--- src/rtl/scim_bank_sequencer_if.sv ---
// Command and bank-controller strobe bundle for scim_bank_sequencer.
// slave is the sequencer side; master is the command/bank-controller side.
interface scim_bank_sequencer_if #(
    parameter int CNT_W = 8
);
    logic             cmd_valid;
    logic             cmd_ready;
    logic [1:0]       cmd_op;
    logic [CNT_W-1:0] cmd_len;
    logic             cmd_two_phase;
    logic             abort;
    logic             READ_DONE;
    logic             COMP_EN;
    logic             READ_EN;
    logic             WRITE_EN;
    logic             comp_positive_phase;
    logic             SA_Latch;
    logic             BnkCtr_En;
    logic             BnkCtr_Latch;
    logic             BnkCtr_Clr;
    logic             BnkCtr_Buffer_Clr;
    logic             busy;
    logic             done;
    logic             err;

    modport master (
        output cmd_valid, cmd_op, cmd_len, cmd_two_phase, abort, READ_DONE,
        input  cmd_ready, COMP_EN, READ_EN, WRITE_EN, comp_positive_phase,
               SA_Latch, BnkCtr_En, BnkCtr_Latch, BnkCtr_Clr, BnkCtr_Buffer_Clr,
               busy, done, err
    );

    modport slave (
        input  cmd_valid, cmd_op, cmd_len, cmd_two_phase, abort, READ_DONE,
        output cmd_ready, COMP_EN, READ_EN, WRITE_EN, comp_positive_phase,
               SA_Latch, BnkCtr_En, BnkCtr_Latch, BnkCtr_Clr, BnkCtr_Buffer_Clr,
               busy, done, err
    );
endinterface

--- src/rtl/scim_bank_sequencer.sv ---
// Command-driven sequencer producing per-bank SCIM compute/read/write strobes.
// Strobes are registered decodes of the next state so they line up with the state itself.
module scim_bank_sequencer #(
    parameter int CNT_W      = 8,
    parameter int RD_TIMEOUT = 15
) (
    input  logic                  CLK,
    input  logic                  RESET_N,
    scim_bank_sequencer_if.slave  bus
);
    localparam logic [3:0] S_IDLE    = 4'd0;
    localparam logic [3:0] S_CLR     = 4'd1;
    localparam logic [3:0] S_COMP    = 4'd2;
    localparam logic [3:0] S_DRAIN   = 4'd3;
    localparam logic [3:0] S_LATCH   = 4'd4;
    localparam logic [3:0] S_RD      = 4'd5;
    localparam logic [3:0] S_RD_WAIT = 4'd6;
    localparam logic [3:0] S_WR      = 4'd7;
    localparam logic [3:0] S_DONE    = 4'd8;

    localparam logic [CNT_W-1:0] TIMEOUT_LD = CNT_W'(RD_TIMEOUT);
    localparam logic [CNT_W-1:0] ONE        = CNT_W'(1);

    logic [3:0]       r_state;
    logic             r_phase2;
    logic [CNT_W-1:0] r_cnt;
    logic [CNT_W-1:0] r_len;
    logic             r_two;
    logic             r_comp_en, r_read_en, r_write_en, r_sa_en;
    logic             r_clr, r_buf_clr, r_latch, r_pos, r_done, r_err;

    logic [3:0]       w_state_next;
    logic             w_phase2_next;
    logic [CNT_W-1:0] w_cnt_next;
    logic             w_err_next;
    logic             w_accept;
    logic             w_abort;
    logic             w_phase2_span;

    // abort in IDLE both does nothing and blocks acceptance
    assign w_accept = (r_state == S_IDLE) && bus.cmd_valid && !bus.abort;
    assign w_abort  = (r_state != S_IDLE) && bus.abort;

    always_comb begin
        w_state_next  = r_state;
        w_phase2_next = r_phase2;
        w_cnt_next    = r_cnt;
        w_err_next    = 1'b0;
        case (r_state)
            S_IDLE: begin
                if (w_accept) begin
                    w_phase2_next = 1'b0;
                    case (bus.cmd_op)
                        2'b00:   w_state_next = (bus.cmd_len == '0) ? S_DONE : S_CLR;
                        2'b01:   w_state_next = S_RD;
                        2'b10:   w_state_next = S_WR;
                        default: begin
                            w_state_next = S_DONE;
                            w_err_next   = 1'b1;
                        end
                    endcase
                end
            end
            S_CLR: begin
                w_state_next = S_COMP;
                w_cnt_next   = r_len;
            end
            S_COMP: begin
                if (r_cnt == ONE) w_state_next = S_DRAIN;
                else              w_cnt_next   = r_cnt - ONE;
            end
            S_DRAIN: w_state_next = S_LATCH;
            S_LATCH: begin
                if (r_two && !r_phase2) begin
                    w_state_next  = S_CLR;
                    w_phase2_next = 1'b1;
                end else begin
                    w_state_next = S_DONE;
                end
            end
            S_RD: begin
                w_state_next = S_RD_WAIT;
                w_cnt_next   = TIMEOUT_LD;
            end
            S_RD_WAIT: begin
                if (bus.READ_DONE) begin
                    w_state_next = S_DONE;
                end else if (r_cnt == ONE) begin
                    w_state_next = S_DONE;
                    w_err_next   = 1'b1;
                end else begin
                    w_cnt_next = r_cnt - ONE;
                end
            end
            S_WR:    w_state_next = S_DONE;
            S_DONE:  w_state_next = S_IDLE;
            default: w_state_next = S_IDLE;
        endcase
        if (w_abort) begin
            w_state_next = S_IDLE;
            w_err_next   = 1'b0;
        end
    end

    assign w_phase2_span = w_phase2_next &&
                           ((w_state_next == S_CLR)   || (w_state_next == S_COMP) ||
                            (w_state_next == S_DRAIN) || (w_state_next == S_LATCH));

    always_ff @(posedge CLK or negedge RESET_N) begin
        if (!RESET_N) begin
            r_state    <= S_IDLE;
            r_phase2   <= 1'b0;
            r_cnt      <= '0;
            r_len      <= '0;
            r_two      <= 1'b0;
            r_comp_en  <= 1'b0;
            r_read_en  <= 1'b0;
            r_write_en <= 1'b0;
            r_sa_en    <= 1'b0;
            r_clr      <= 1'b0;
            r_buf_clr  <= 1'b0;
            r_latch    <= 1'b0;
            r_pos      <= 1'b1;
            r_done     <= 1'b0;
            r_err      <= 1'b0;
        end else begin
            r_state  <= w_state_next;
            r_phase2 <= w_phase2_next;
            r_cnt    <= w_cnt_next;
            if (w_accept) begin
                r_len <= bus.cmd_len;
                r_two <= bus.cmd_two_phase;
            end
            r_comp_en  <= (w_state_next == S_COMP);
            r_read_en  <= (w_state_next == S_RD);
            r_write_en <= (w_state_next == S_WR);
            // one-cycle delayed copy of COMP_EN, killed immediately on abort
            r_sa_en    <= w_abort ? 1'b0 : r_comp_en;
            r_clr      <= (w_state_next == S_CLR);
            r_buf_clr  <= (w_state_next == S_CLR) && !w_phase2_next;
            r_latch    <= (w_state_next == S_LATCH);
            r_pos      <= !w_phase2_span;
            r_done     <= (w_state_next == S_DONE);
            r_err      <= (w_state_next == S_DONE) && w_err_next;
        end
    end

    assign bus.cmd_ready           = (r_state == S_IDLE);
    assign bus.busy                = (r_state != S_IDLE);
    assign bus.COMP_EN             = r_comp_en;
    assign bus.READ_EN             = r_read_en;
    assign bus.WRITE_EN            = r_write_en;
    assign bus.comp_positive_phase = r_pos;
    assign bus.SA_Latch            = r_sa_en;
    assign bus.BnkCtr_En           = r_sa_en;
    assign bus.BnkCtr_Latch        = r_latch;
    assign bus.BnkCtr_Clr          = r_clr;
    assign bus.BnkCtr_Buffer_Clr   = r_buf_clr;
    assign bus.done                = r_done;
    assign bus.err                 = r_err;
endmodule

--- src/flat_wrapper.sv ---
// flat-port wrapper written by rule: the top's interface ports become plain ports
module scim_bank_sequencer_flat 
#(
    parameter int CNT_W      = 8,
    parameter int RD_TIMEOUT = 15
)
  (CLK, RESET_N, bus_cmd_valid, bus_cmd_op, bus_cmd_len, bus_cmd_two_phase, bus_abort, bus_READ_DONE, bus_cmd_ready, bus_COMP_EN, bus_READ_EN, bus_WRITE_EN, bus_comp_positive_phase, bus_SA_Latch, bus_BnkCtr_En, bus_BnkCtr_Latch, bus_BnkCtr_Clr, bus_BnkCtr_Buffer_Clr, bus_busy, bus_done, bus_err);
  scim_bank_sequencer_if #(.CNT_W(CNT_W)) bus_i ();
  input  logic CLK;
  input  logic RESET_N;
  input wire logic [$bits(bus_i.cmd_valid)-1:0] bus_cmd_valid;
  input wire logic [$bits(bus_i.cmd_op)-1:0] bus_cmd_op;
  input wire logic [$bits(bus_i.cmd_len)-1:0] bus_cmd_len;
  input wire logic [$bits(bus_i.cmd_two_phase)-1:0] bus_cmd_two_phase;
  input wire logic [$bits(bus_i.abort)-1:0] bus_abort;
  input wire logic [$bits(bus_i.READ_DONE)-1:0] bus_READ_DONE;
  output wire logic [$bits(bus_i.cmd_ready)-1:0] bus_cmd_ready;
  output wire logic [$bits(bus_i.COMP_EN)-1:0] bus_COMP_EN;
  output wire logic [$bits(bus_i.READ_EN)-1:0] bus_READ_EN;
  output wire logic [$bits(bus_i.WRITE_EN)-1:0] bus_WRITE_EN;
  output wire logic [$bits(bus_i.comp_positive_phase)-1:0] bus_comp_positive_phase;
  output wire logic [$bits(bus_i.SA_Latch)-1:0] bus_SA_Latch;
  output wire logic [$bits(bus_i.BnkCtr_En)-1:0] bus_BnkCtr_En;
  output wire logic [$bits(bus_i.BnkCtr_Latch)-1:0] bus_BnkCtr_Latch;
  output wire logic [$bits(bus_i.BnkCtr_Clr)-1:0] bus_BnkCtr_Clr;
  output wire logic [$bits(bus_i.BnkCtr_Buffer_Clr)-1:0] bus_BnkCtr_Buffer_Clr;
  output wire logic [$bits(bus_i.busy)-1:0] bus_busy;
  output wire logic [$bits(bus_i.done)-1:0] bus_done;
  output wire logic [$bits(bus_i.err)-1:0] bus_err;
  assign bus_i.cmd_valid = bus_cmd_valid;
  assign bus_i.cmd_op = bus_cmd_op;
  assign bus_i.cmd_len = bus_cmd_len;
  assign bus_i.cmd_two_phase = bus_cmd_two_phase;
  assign bus_i.abort = bus_abort;
  assign bus_i.READ_DONE = bus_READ_DONE;
  assign bus_cmd_ready = bus_i.cmd_ready;
  assign bus_COMP_EN = bus_i.COMP_EN;
  assign bus_READ_EN = bus_i.READ_EN;
  assign bus_WRITE_EN = bus_i.WRITE_EN;
  assign bus_comp_positive_phase = bus_i.comp_positive_phase;
  assign bus_SA_Latch = bus_i.SA_Latch;
  assign bus_BnkCtr_En = bus_i.BnkCtr_En;
  assign bus_BnkCtr_Latch = bus_i.BnkCtr_Latch;
  assign bus_BnkCtr_Clr = bus_i.BnkCtr_Clr;
  assign bus_BnkCtr_Buffer_Clr = bus_i.BnkCtr_Buffer_Clr;
  assign bus_busy = bus_i.busy;
  assign bus_done = bus_i.done;
  assign bus_err = bus_i.err;
  scim_bank_sequencer #(.CNT_W(CNT_W), .RD_TIMEOUT(RD_TIMEOUT)) u_core (.CLK(CLK), .RESET_N(RESET_N), .bus(bus_i));
endmodule
--- config.mk ---
export PLATFORM = sky130hd
export DESIGN_NAME = scim_bank_sequencer_flat
export DESIGN_NICKNAME = d
export VERILOG_FILES = /design/src/rtl/scim_bank_sequencer_if.sv /design/src/rtl/scim_bank_sequencer.sv /design/src/flat_wrapper.sv
export SDC_FILE = /design/constraint.sdc
export NUM_CORES = 1
export LEC_CHECK = 0
export ABC_AREA = 1
export CAP_MARGIN = 40
export CORE_AREA = 2 2 61 63
export DETAILED_ROUTE_END_ITERATION = 16
export DIE_AREA = 0 0 63 65
export DONT_BUFFER_PORTS = 1
export PLACE_DENSITY = 0.69
export SYNTH_ARGS = -nofsm -noshare
export SYNTH_HDL_FRONTEND = slang
export SYNTH_SLANG_ARGS = --single-unit
--- constraint.sdc ---
create_clock -name CLK -period 2 [get_ports CLK]
set_input_delay 0.6 -clock CLK [delete_from_list [all_inputs] [get_ports CLK]]
set_output_delay 0.6 -clock CLK [all_outputs]
set_load 0.01 [all_outputs]
==> results of run 1 <==
-- metal layers --
layer | GRT usage | part of all wire | vias to the layer above
li1 | - | - | 736
met1 | 0.2912 | 0.49 | 653
met2 | 0.3245 | 0.44 | 31
met3 | 0.05903 | 0.049 | 6
met4 | 0.08056 | 0.016 | 0
met5 | 0 | 0 | -
-- synthesized netlist by cell type, drive strengths merged --
library cell	n
a21oi	6
o22ai	2
ha	5
a21boi	1
xor2	1
o211ai	3
nor2	33
inv	31
a31oi	3
dfrtp	31
nor3	4
clkbuf	1
clkinv	1
buf	2
nand2	73
a22o	1
xnor2	1
nand4	2
dfstp	1
nand3	15
o21ai	12
-- area by class of cell --
class                           instances  area, um^2  area share
Tap cell                               48       60.06     0.03067
Clock inverter                          2       10.01    0.005112
Clock buffer                            6       51.30     0.02620
Sequential cell                        32       802.0      0.4096
Inverter                               32       121.4     0.06198
Timing Repair Buffer                    2       27.53     0.01406
Multi-Input combinational cell        162       885.9      0.4524
-- cell usage in the layout, fill, tap and decap left out --
| cell type | count |
|---|---|
| clkbuf_4 | 5 |
| inv_1 | 31 |
| nor2_2 | 7 |
| a21oi_4 | 1 |
| a21oi_1 | 5 |
| nand2_2 | 11 |
| nor2_4 | 4 |
| a31oi_1 | 3 |
| o21ai_1 | 3 |
| a21boi_0 | 1 |
| ha_1 | 5 |
| nand4_4 | 1 |
| dfrtp_1 | 31 |
| nand4_1 | 1 |
| nand2_1 | 60 |
| nand3_2 | 1 |
| xor2_1 | 1 |
| dfstp_2 | 1 |
| clkbuf_8 | 1 |
| nor2_1 | 22 |
| nor3_1 | 3 |
| buf_4 | 1 |
| clkinv_2 | 3 |
| nand3_1 | 14 |
| nand2_4 | 2 |
| nor3_2 | 1 |
| o22ai_2 | 1 |
| o22ai_1 | 1 |
| xnor2_1 | 1 |
| o21ai_0 | 7 |
| o21ai_2 | 2 |
| buf_12 | 1 |
| o211ai_1 | 3 |
| a22o_1 | 1 |
-- flip-flops by register name, summed over array words and instances (netlist names) --
name	flops
u_core.r_cnt	8
u_core.r_len	8
u_core.r_state	4
u_core.bus.BnkCtr_Buffer_Clr	1
u_core.bus.BnkCtr_Clr	1
u_core.bus.BnkCtr_En	1
u_core.bus.BnkCtr_Latch	1
u_core.bus.COMP_EN	1
u_core.bus.READ_EN	1
u_core.bus.WRITE_EN	1
u_core.bus.comp_positive_phase	1
u_core.bus.done	1
u_core.bus.err	1
u_core.r_phase2	1
u_core.r_two	1
-- cell families after synthesis --
| logic type | count (synthesis) | share of synthesized area |
|---|---|---|
| AOI/OAI and AO/OA | 28 | 0.1011 |
| xor gates and xnor gates | 2 | 0.009565 |
| adders and majority gates | 5 | 0.03415 |
| buffers and inverters | 35 | 0.07855 |
| DFF | 32 | 0.4378 |
| and+or+nand+nor | 127 | 0.3388 |
-- power by group through the flow --
stage	clock network, mW	registers, mW	logic [mW]
2_1_floorplan	0	1.03	0.992
3_3_place_gp	0	1.06	1.16
3_5_place_dp	0	1.07	1.16
4_1_cts	0.413	1.06	1.19
5_1_grt	0.438	1.09	1.35
6_report	0.399	1.06	1.18
-- metrics by stage --
step	util	setup slack [ps]	power, mW	area [um^2]
after floorplan	-	369.0	2.020	1832
after global placement	0.5369	231.1	2.217	1877
after detailed placement	0.5369	227.5	2.232	1877
after CTS	0.5601	121.0	2.659	1958
after global routing	0.5601	51.23	2.881	1958
final	0.5601	130.5	2.643	1958
-- timing repair --
item,4_1_cts,5_1_grt
gates resized for setup,0,0
hold buffers,1,0
buffers inserted,0,0
hold endpoints to repair,31,0
-- worst max-delay path: stages (launching register included) --
cell and delay (ps):
dfrtp_1 490, nor2_4 220, nand2_4 110, inv_1 110
-- worst min-delay path by stage --
stage	end	startpoint	cells past startpoint	slack, ps
after floorplan	u_core.bus.BnkCtr_Buffer_Clr	RESET_N	0	300
after global placement	u_core.r_cnt[4]	RESET_N	0	310
after detailed placement	u_core.r_cnt[4]	RESET_N	0	310
after CTS	u_core.r_cnt[4]	RESET_N	1	60
after global routing	u_core.bus.comp_positive_phase	RESET_N	0	60
final	u_core.r_cnt[4]	RESET_N	1	60
==> flow_summary.ini, run 1 <==
[run_status]
run_status = finished clean

[timing]
timing.max_slew.rel_slack = 0.6985
hold_ws_ps = 62.61
setup_viol = 0
slew_viol_final = 0
worst_slew_pin_slew_ps = 451.2
period_needed_ps = 1869
rsz0062_at_grt = false
fin_skew_ps = 13.45
fin_crit_sh = 0.9347
max_freq_ghz = 0.5349
finalSetupTns_ps = 0
hold_viol = 0

[power_and_ir_drop]
clockPowerShare = 0.151
p_switching_mw = 1.200
p_sw_frac = 0.4542
internal_power_mw = 1.442
max-vdd-ir-drop_mv = 0.5692
pwr-share-comb = 0.447
seq_power_share = 0.402
p_leak_nw = 1.005
power_density_nw_per_um2 = 1350

[clocking]
clkLatencyLatePin_ps = 340
clk_pin_slew_ps = 110
numCtsBuffers = 5
htree_levels = 2
cts_sinks = 32
ctsRootBufferMaster = clkbuf_4
cts_tree = built
clock_path_buffers = 2

[floorplan]
rows = 22
die_y_um = 65
ios = 29
dieArea_um2 = 4095
core_um2 = 3496
fp.dieW_um = 63
start_util = 0.5240

[logic_synthesis]
synth.top_cell.area_share = 0.4235
synthTopCellsByArea = dfrtp_1 (42%), nand2_1 (12%), inv_1 (6.4%)
ys_ff_latch = 32
ys_seq_area_frac = 0.4378
syn_inst = 229
yosys_warnings = 0
syn_nets = 250
avgSynthCellArea_um2 = 7.999
yosys.area.top_type = dfrtp_1
syn_area_um2 = 1832
synth_cell_type_count = 33

[grt]
grt_pass1_vias = 1444
antenna_found_initial = 0
grt_pass1_wl_um = 6610
grt_util_all_layers = 0.2137
grt_max_degree = 32
grt_overflow_total = 0

[detailed_routing]
drcViolationCount = 0
via_per_inst = 5.021
drt_iter0_markers = 66
wl_per_cell_um = 13.24
vias = 1426
antenna_left = 0
first_pass_iters = 4
wl_um = 3760

[layout]
fillCellCount = 347
antenna_cells = 0
finalNetCount = 256
final_cell_count_no_fill = 284
syn2layout_area_growth_pct = 6.899
drive_gt1_frac = 0.1822

[worst_setup_path]
critPathArrivalTime_ps = 1270
crit_type = reg2out
cp-end-kind = output port
cp-endpoint = bus_cmd_ready
crit_start = u_core.r_state[3]
crit_required_ps = 1400
timing.rr.start = u_core.r_state[0]
worstPathMaxFanout = 6
critPathLaunchType = register
reg2reg_slack_ps = 240
worstReg2RegEnd = u_core.r_cnt[1]
r2r_cells = 7

[place]
dpl.cell_count = 275
gp_congestion = 0.9054
port_buffers = 0
dpl.hpwl_um = 2838

[flow_run]
max_cap_violations = 0

[worst_hold_path]
hp-class = in2async
(Power assumes the default switching activity.)
==> inputs of run 2 (changes only) <==
==> constraint.sdc (replaced) <==
create_clock -name CLK -period 2.3 [get_ports CLK]
set_input_delay 0.69 -clock CLK [delete_from_list [all_inputs] [get_ports CLK]]
set_output_delay 0.69 -clock CLK [all_outputs]
set_load 0.01 [all_outputs]
==> run 2 against run 1 <==
  * Non-clock buffer count decreased by 2
  * Wire length decreased by 4.9%
  * Sequential share of layout area increased by 0.26 points
  * Final area decreased by 0.64%
  * Core utilization decreased by 0.36 points
  * Global-route usage decreased by 2.0 points
  * Largest power group unchanged
  * Highest routed layer unchanged
  * First-iteration DRC count increased by 41%
==> flow_summary.ini, run 2 (synthesized netlist as in run 1, its figures left out) <==
[worst_setup_path]
crit_required_ps = 1610
cpMaxStageDelayCell = dfrtp_1
worstPathMaxFanout = 6
critPathLaunchType = register
crit_path_cell_trace = nor2_4 > nand2_4 > inv_1
critPathArrivalTime_ps = 1240
crit_type = reg2out
cp-end-kind = output port
slowest_delay_ps = 480
cp_num_buf_inv = 1
cpLargestDelayFamily = flip-flops

[clocking]
clock_path_buffers = 2
cts_sinks = 32
htree_levels = 2
cts_resized = 0
postCtsHoldBufs = 0
clkLatencyLatePin_ps = 340
clk_pin_slew_ps = 110
ctsRootBufferMaster = clkbuf_4
cts_tree = built
postCtsSetupBuffers = 0
numCtsBuffers = 5

[layout]
drive_gt1_frac = 0.1709
finalNetCount = 254
final_cell_count_no_fill = 282
final_cell_mix = nand2_1 (60), inv_1 (31), dfrtp_1 (31)
layout_commonest_cell = nand2_1
syn2layout_area_growth_pct = 6.216
reg.largest.list = u_core.r_cnt: 8 flops, u_core.r_len: 8 flops, u_core.r_state: 4 flops
antenna_cells = 0

[grt]
use_met3 = 0.05729
grt_util_all_layers = 0.1940
antenna_found_initial = 0
grt_busiest_layer = met1
grt_pass1_vias = 1273
met2_usage = 0.2739
grt_pass1_wl_um = 5968
grt_overflow_total = 0
grt_max_degree = 33
use_met1 = 0.2752

[floorplan]
start_util = 0.5240
dieArea_um2 = 4095
die_y_um = 65
rows = 22
ios = 29
core_um2 = 3496
fp.dieW_um = 63

[detailed_routing]
antenna_left = 0
vias = 1421
drcViolationCount = 0
first_pass_iters = 4
wl_um = 3575
drt_iter0_markers = 93
via_per_inst = 5.039
wl_per_cell_um = 12.68

[timing]
setup_viol = 0
fin_skew_ps = 10.84
rsz0062_at_grt = false
finalSetupTns_ps = 0
max_freq_ghz = 0.5192
fin_crit_sh = 0.8374
period_needed_ps = 1926
timing.max_slew.rel_slack = 0.6942
worst_slew_pin_slew_ps = 457.7
hold_viol = 0
slew_viol_final = 0

[power_and_ir_drop]
max-vdd-ir-drop_mv = 0.4622
p_leak_nw = 0.9948
power_density_nw_per_um2 = 1205

[place]
gp_congestion = 0.8995
dpl.cell_count = 274
dpl.hpwl_um = 2687
port_buffers = 0

[run_status]
run_status = finished clean

[flow_run]
max_cap_violations = 0

[worst_hold_path]
hp-class = in2async
==> run 2: cell count changes in the layout (fill, tap and decap cells not counted), sizes merged <==
cell    before  now
buf          2    0
clkinv       3    2
bufinv       0    1
==> run 2: final timing paths <==
check | endpoint | from | depth (start not counted) | slack (ps)
max | bus_cmd_ready | u_core.r_state[3] | 3 | 370
min | u_core.r_cnt[4] | RESET_N | 0 | 30
max reg2reg | u_core.bus.comp_positive_phase | u_core.r_cnt[1] | 11 | 500
min reg2reg | u_core.r_len[2] | u_core.r_len[2] | 2 | 480
max in group asynchronous | u_core.bus.comp_positive_phase | RESET_N | 0 | 2080
min in group CLK | u_core.bus.BnkCtr_En | bus_abort | 1 | 450
==> run 2: stage by stage <==
stage	area [um^2]	hold WS [ps]	power (mW)	utilization	setup WS (ps)
6_report	1946	25.45	2.344	0.5566	374.0
5_1_grt	1946	1.026	2.539	0.5566	300.7
4_1_cts	1946	8.058	2.368	0.5566	350.9
3_5_place_dp	1869	395.2	1.931	0.5347	395.3
3_3_place_gp	1869	395.1	1.917	0.5347	417.5
2_1_floorplan	1832	394.4	1.756	-	579.0
==> run 2: report_power, final <==
part / switching [mW] / total, mW / internal, mW
logic: 0.663 / 1.00 / 0.338
registers: 0.155 / 0.918 / 0.763
clock network: 0.198 / 0.426 / 0.228
total: 1.02 / 2.34 / 1.33
==> run 2: area by class of cell <==
class                   instances  area [um^2]
flip-flops and latches         32        802.0
clock inverters                 2        35.03
multi-input cells             162        885.9
clock buffers                   6        41.29
well taps                      48        60.06
fillers                       334         1550
inverters                      32        121.4
==> run 2: worst reg2reg max path, delay by kind of cell, from the launching register on <==
family,cells,cell delay [ps]
simple gates,8,900
fa+ha+maj,1,170
flops,1,370
buf+inv,1,130
compound gates,1,140
==> run 2: per-layer routing <==
metal  share of wire  routed length, um  vias to the layer above
met2            0.43               1533                       35
met5               0                  0                        -
met4           0.015                 55                        0
met3           0.053                188                        4
li1                -                  -                      732
met1            0.50               1798                      650
==> inputs of run 3 (changes only) <==
--- a/config.mk
+++ b/config.mk
@@ -11,7 +11,7 @@
 export DETAILED_ROUTE_END_ITERATION = 16
 export DIE_AREA = 0 0 63 65
 export DONT_BUFFER_PORTS = 1
-export PLACE_DENSITY = 0.69
+export PLACE_DENSITY = 0.71
 export SYNTH_ARGS = -nofsm -noshare
 export SYNTH_HDL_FRONTEND = slang
 export SYNTH_SLANG_ARGS = --single-unit
==> constraint.sdc (replaced) <==
create_clock -name CLK -period 1.7 [get_ports CLK]
set_input_delay 0.51 -clock CLK [delete_from_list [all_inputs] [get_ports CLK]]
set_output_delay 0.51 -clock CLK [all_outputs]
set_load 0.01 [all_outputs]
==> run 3 against run 2 <==
  * Critical endpoint unchanged
  * Largest power group unchanged
  * Non-clock buffer count grew 17
  * Clock power grew 16%
  * Largest cell class unchanged
  * Critical path depth is the same
  * Sequential share of layout area shrank 3.4 points
==> flow_summary.ini, run 3 (synthesized netlist as in run 1, its figures left out) <==
[grt]
grt_overflow_total = 0
grt_max_degree = 33
grt_util_all_layers = 0.2195
grt_pass1_wl_um = 6686
grt_pass1_vias = 1492
antenna_found_initial = 0

[worst_setup_path]
worstReg2RegEnd = u_core.r_cnt[0]
worstPathMaxFanout = 6
crit_type = reg2out
crit_start = u_core.r_state[2]
critPathLaunchType = register
reg2reg_slack_ps = 130
timing.rr.start = u_core.r_state[3]
crit_required_ps = 1190
critPathArrivalTime_ps = 1130
cp-end-kind = output port
r2r_cells = 8

[layout]
final_cell_mix = nand2_1 (58), inv_1 (29), dfrtp_1 (29)
finalNetCount = 271
final_cell_count_no_fill = 299
reg.largest.list = u_core.r_cnt: 8 flops, u_core.r_len: 8 flops, u_core.r_state: 4 flops
syn2layout_area_growth_pct = 15.98
area.sequential_um2 = 804.5
antenna_cells = 0
drive_gt1_frac = 0.2709
multi_input_area_um2 = 915.9
fillCellCount = 291
layout_commonest_cell = nand2_1

[power_and_ir_drop]
p_switching_mw = 1.542
seq_power_share = 0.364
clockPowerShare = 0.145
internal_power_mw = 1.885
power_density_nw_per_um2 = 1613
pwr-share-comb = 0.492
power_mw = 3.427
max-vdd-ir-drop_mv = 0.8522
p_sw_frac = 0.4499
p_leak_nw = 1.070

[flow_run]
max_cap_violations = 0

[detailed_routing]
first_pass_iters = 4
drt_iter0_markers = 53
drcViolationCount = 0
highest_layer = met4
wl_um = 3956
m1WireLength_um = 1754
vias = 1511
via_per_inst = 5.054
dr_wl_met3_um = 195
route.met2.wl_um = 1938
wl_per_cell_um = 13.23
antenna_left = 0

[timing]
period_needed_ps = 1643
worst_slew_pin_slew_ps = 308.4
setup_viol = 0
max_freq_ghz = 0.6086
hold_viol = 0
slew_viol_final = 0
fin_skew_ps = 10.59
fin_crit_sh = 0.9665
timing.max_slew.rel_slack = 0.7939
rsz0062_at_grt = true

[floorplan]
die_y_um = 65
start_util = 0.5240
ios = 29
dieArea_um2 = 4095
fp.dieW_um = 63
rows = 22
core_um2 = 3496

[clocking]
clock_path_buffers = 2
htree_levels = 2
ctsRootBufferMaster = clkbuf_4
clkLatencyLatePin_ps = 350
numCtsBuffers = 5
clk_pin_slew_ps = 110
cts_sinks = 32
cts_tree = built

[place]
port_buffers = 0
gp_congestion = 0.9128
dpl.hpwl_um = 2788
dpl.cell_count = 280

[worst_hold_path]
hold_depth = 2
min-delay-start = bus_cmd_len[6]
hp-class = in2reg
whs_endpoint = u_core.r_len[6]

[run_status]
run_status = finished clean
## run 3: worst max path at each step
stage                                                end  depth (start not counted)  slack, ps
after floorplan                           u_core.bus.err                         11        160
after global placement    u_core.bus.comp_positive_phase                         10         60
after detailed placement                 u_core.r_cnt[1]                          7         70
after CTS                                  bus_cmd_ready                          3         30
after global routing      u_core.bus.comp_positive_phase                         11        -10
final                                      bus_cmd_ready                          3         60
## run 3: cell type report
type / instances / share of cell area
sequential: 32 / 0.3787
inverter: 32 / 0.05772
clock inverter: 2 / 0.007067
timing repair buffer: 17 / 0.07303
multi-input combinational: 162 / 0.4311
clock buffer: 6 / 0.02415
tap: 48 / 0.02827
## run 3: power groups by stage
stage | clock, mW | sequential, mW | combinational, mW
global placement | 0 | 1.25 | 1.40
finish | 0.496 | 1.25 | 1.68
global route | 0.537 | 1.27 | 1.91
floorplan | 0 | 1.21 | 1.17
detailed placement | 0 | 1.26 | 1.42
CTS | 0.495 | 1.24 | 1.60
## run 3: routing by layer
metal	track usage	up-vias
li1	-	767
met1	0.2717	694
met2	0.3497	41
met3	0.06944	9
met4	0.1028	0
met5	0	-
## run 3: what timing repair did
action / CTS / global route
hold buffers: 2 / 0
pin swaps: 3 / 4
setup endpoints to repair: 2 / 9
gates cloned: 0 / 0
hold endpoints to repair: 32 / 0
resized for setup: 2 / 12
buffers inserted: 8 / 1
## run 3: metrics by stage
step           worst slack [ps]  setup TNS, ps    util  cell area, um^2  hold slack, ps
6_report                  57.00              0  0.6077             2125           265.9
5_1_grt                  -11.71         -11.71  0.6077             2125           256.6
4_1_cts                   27.64              0  0.5966             2086           265.3
3_5_place_dp              67.87              0  0.5476             1914           215.0
3_3_place_gp              58.03              0  0.5476             1914           215.0
2_1_floorplan             159.0              0       -             1832           214.4
## run 3: critical path: stages, from the launching register on
cell and delay (ps):
dfrtp_1 450, nor2_4 160, nand2_4 100, inv_2 80
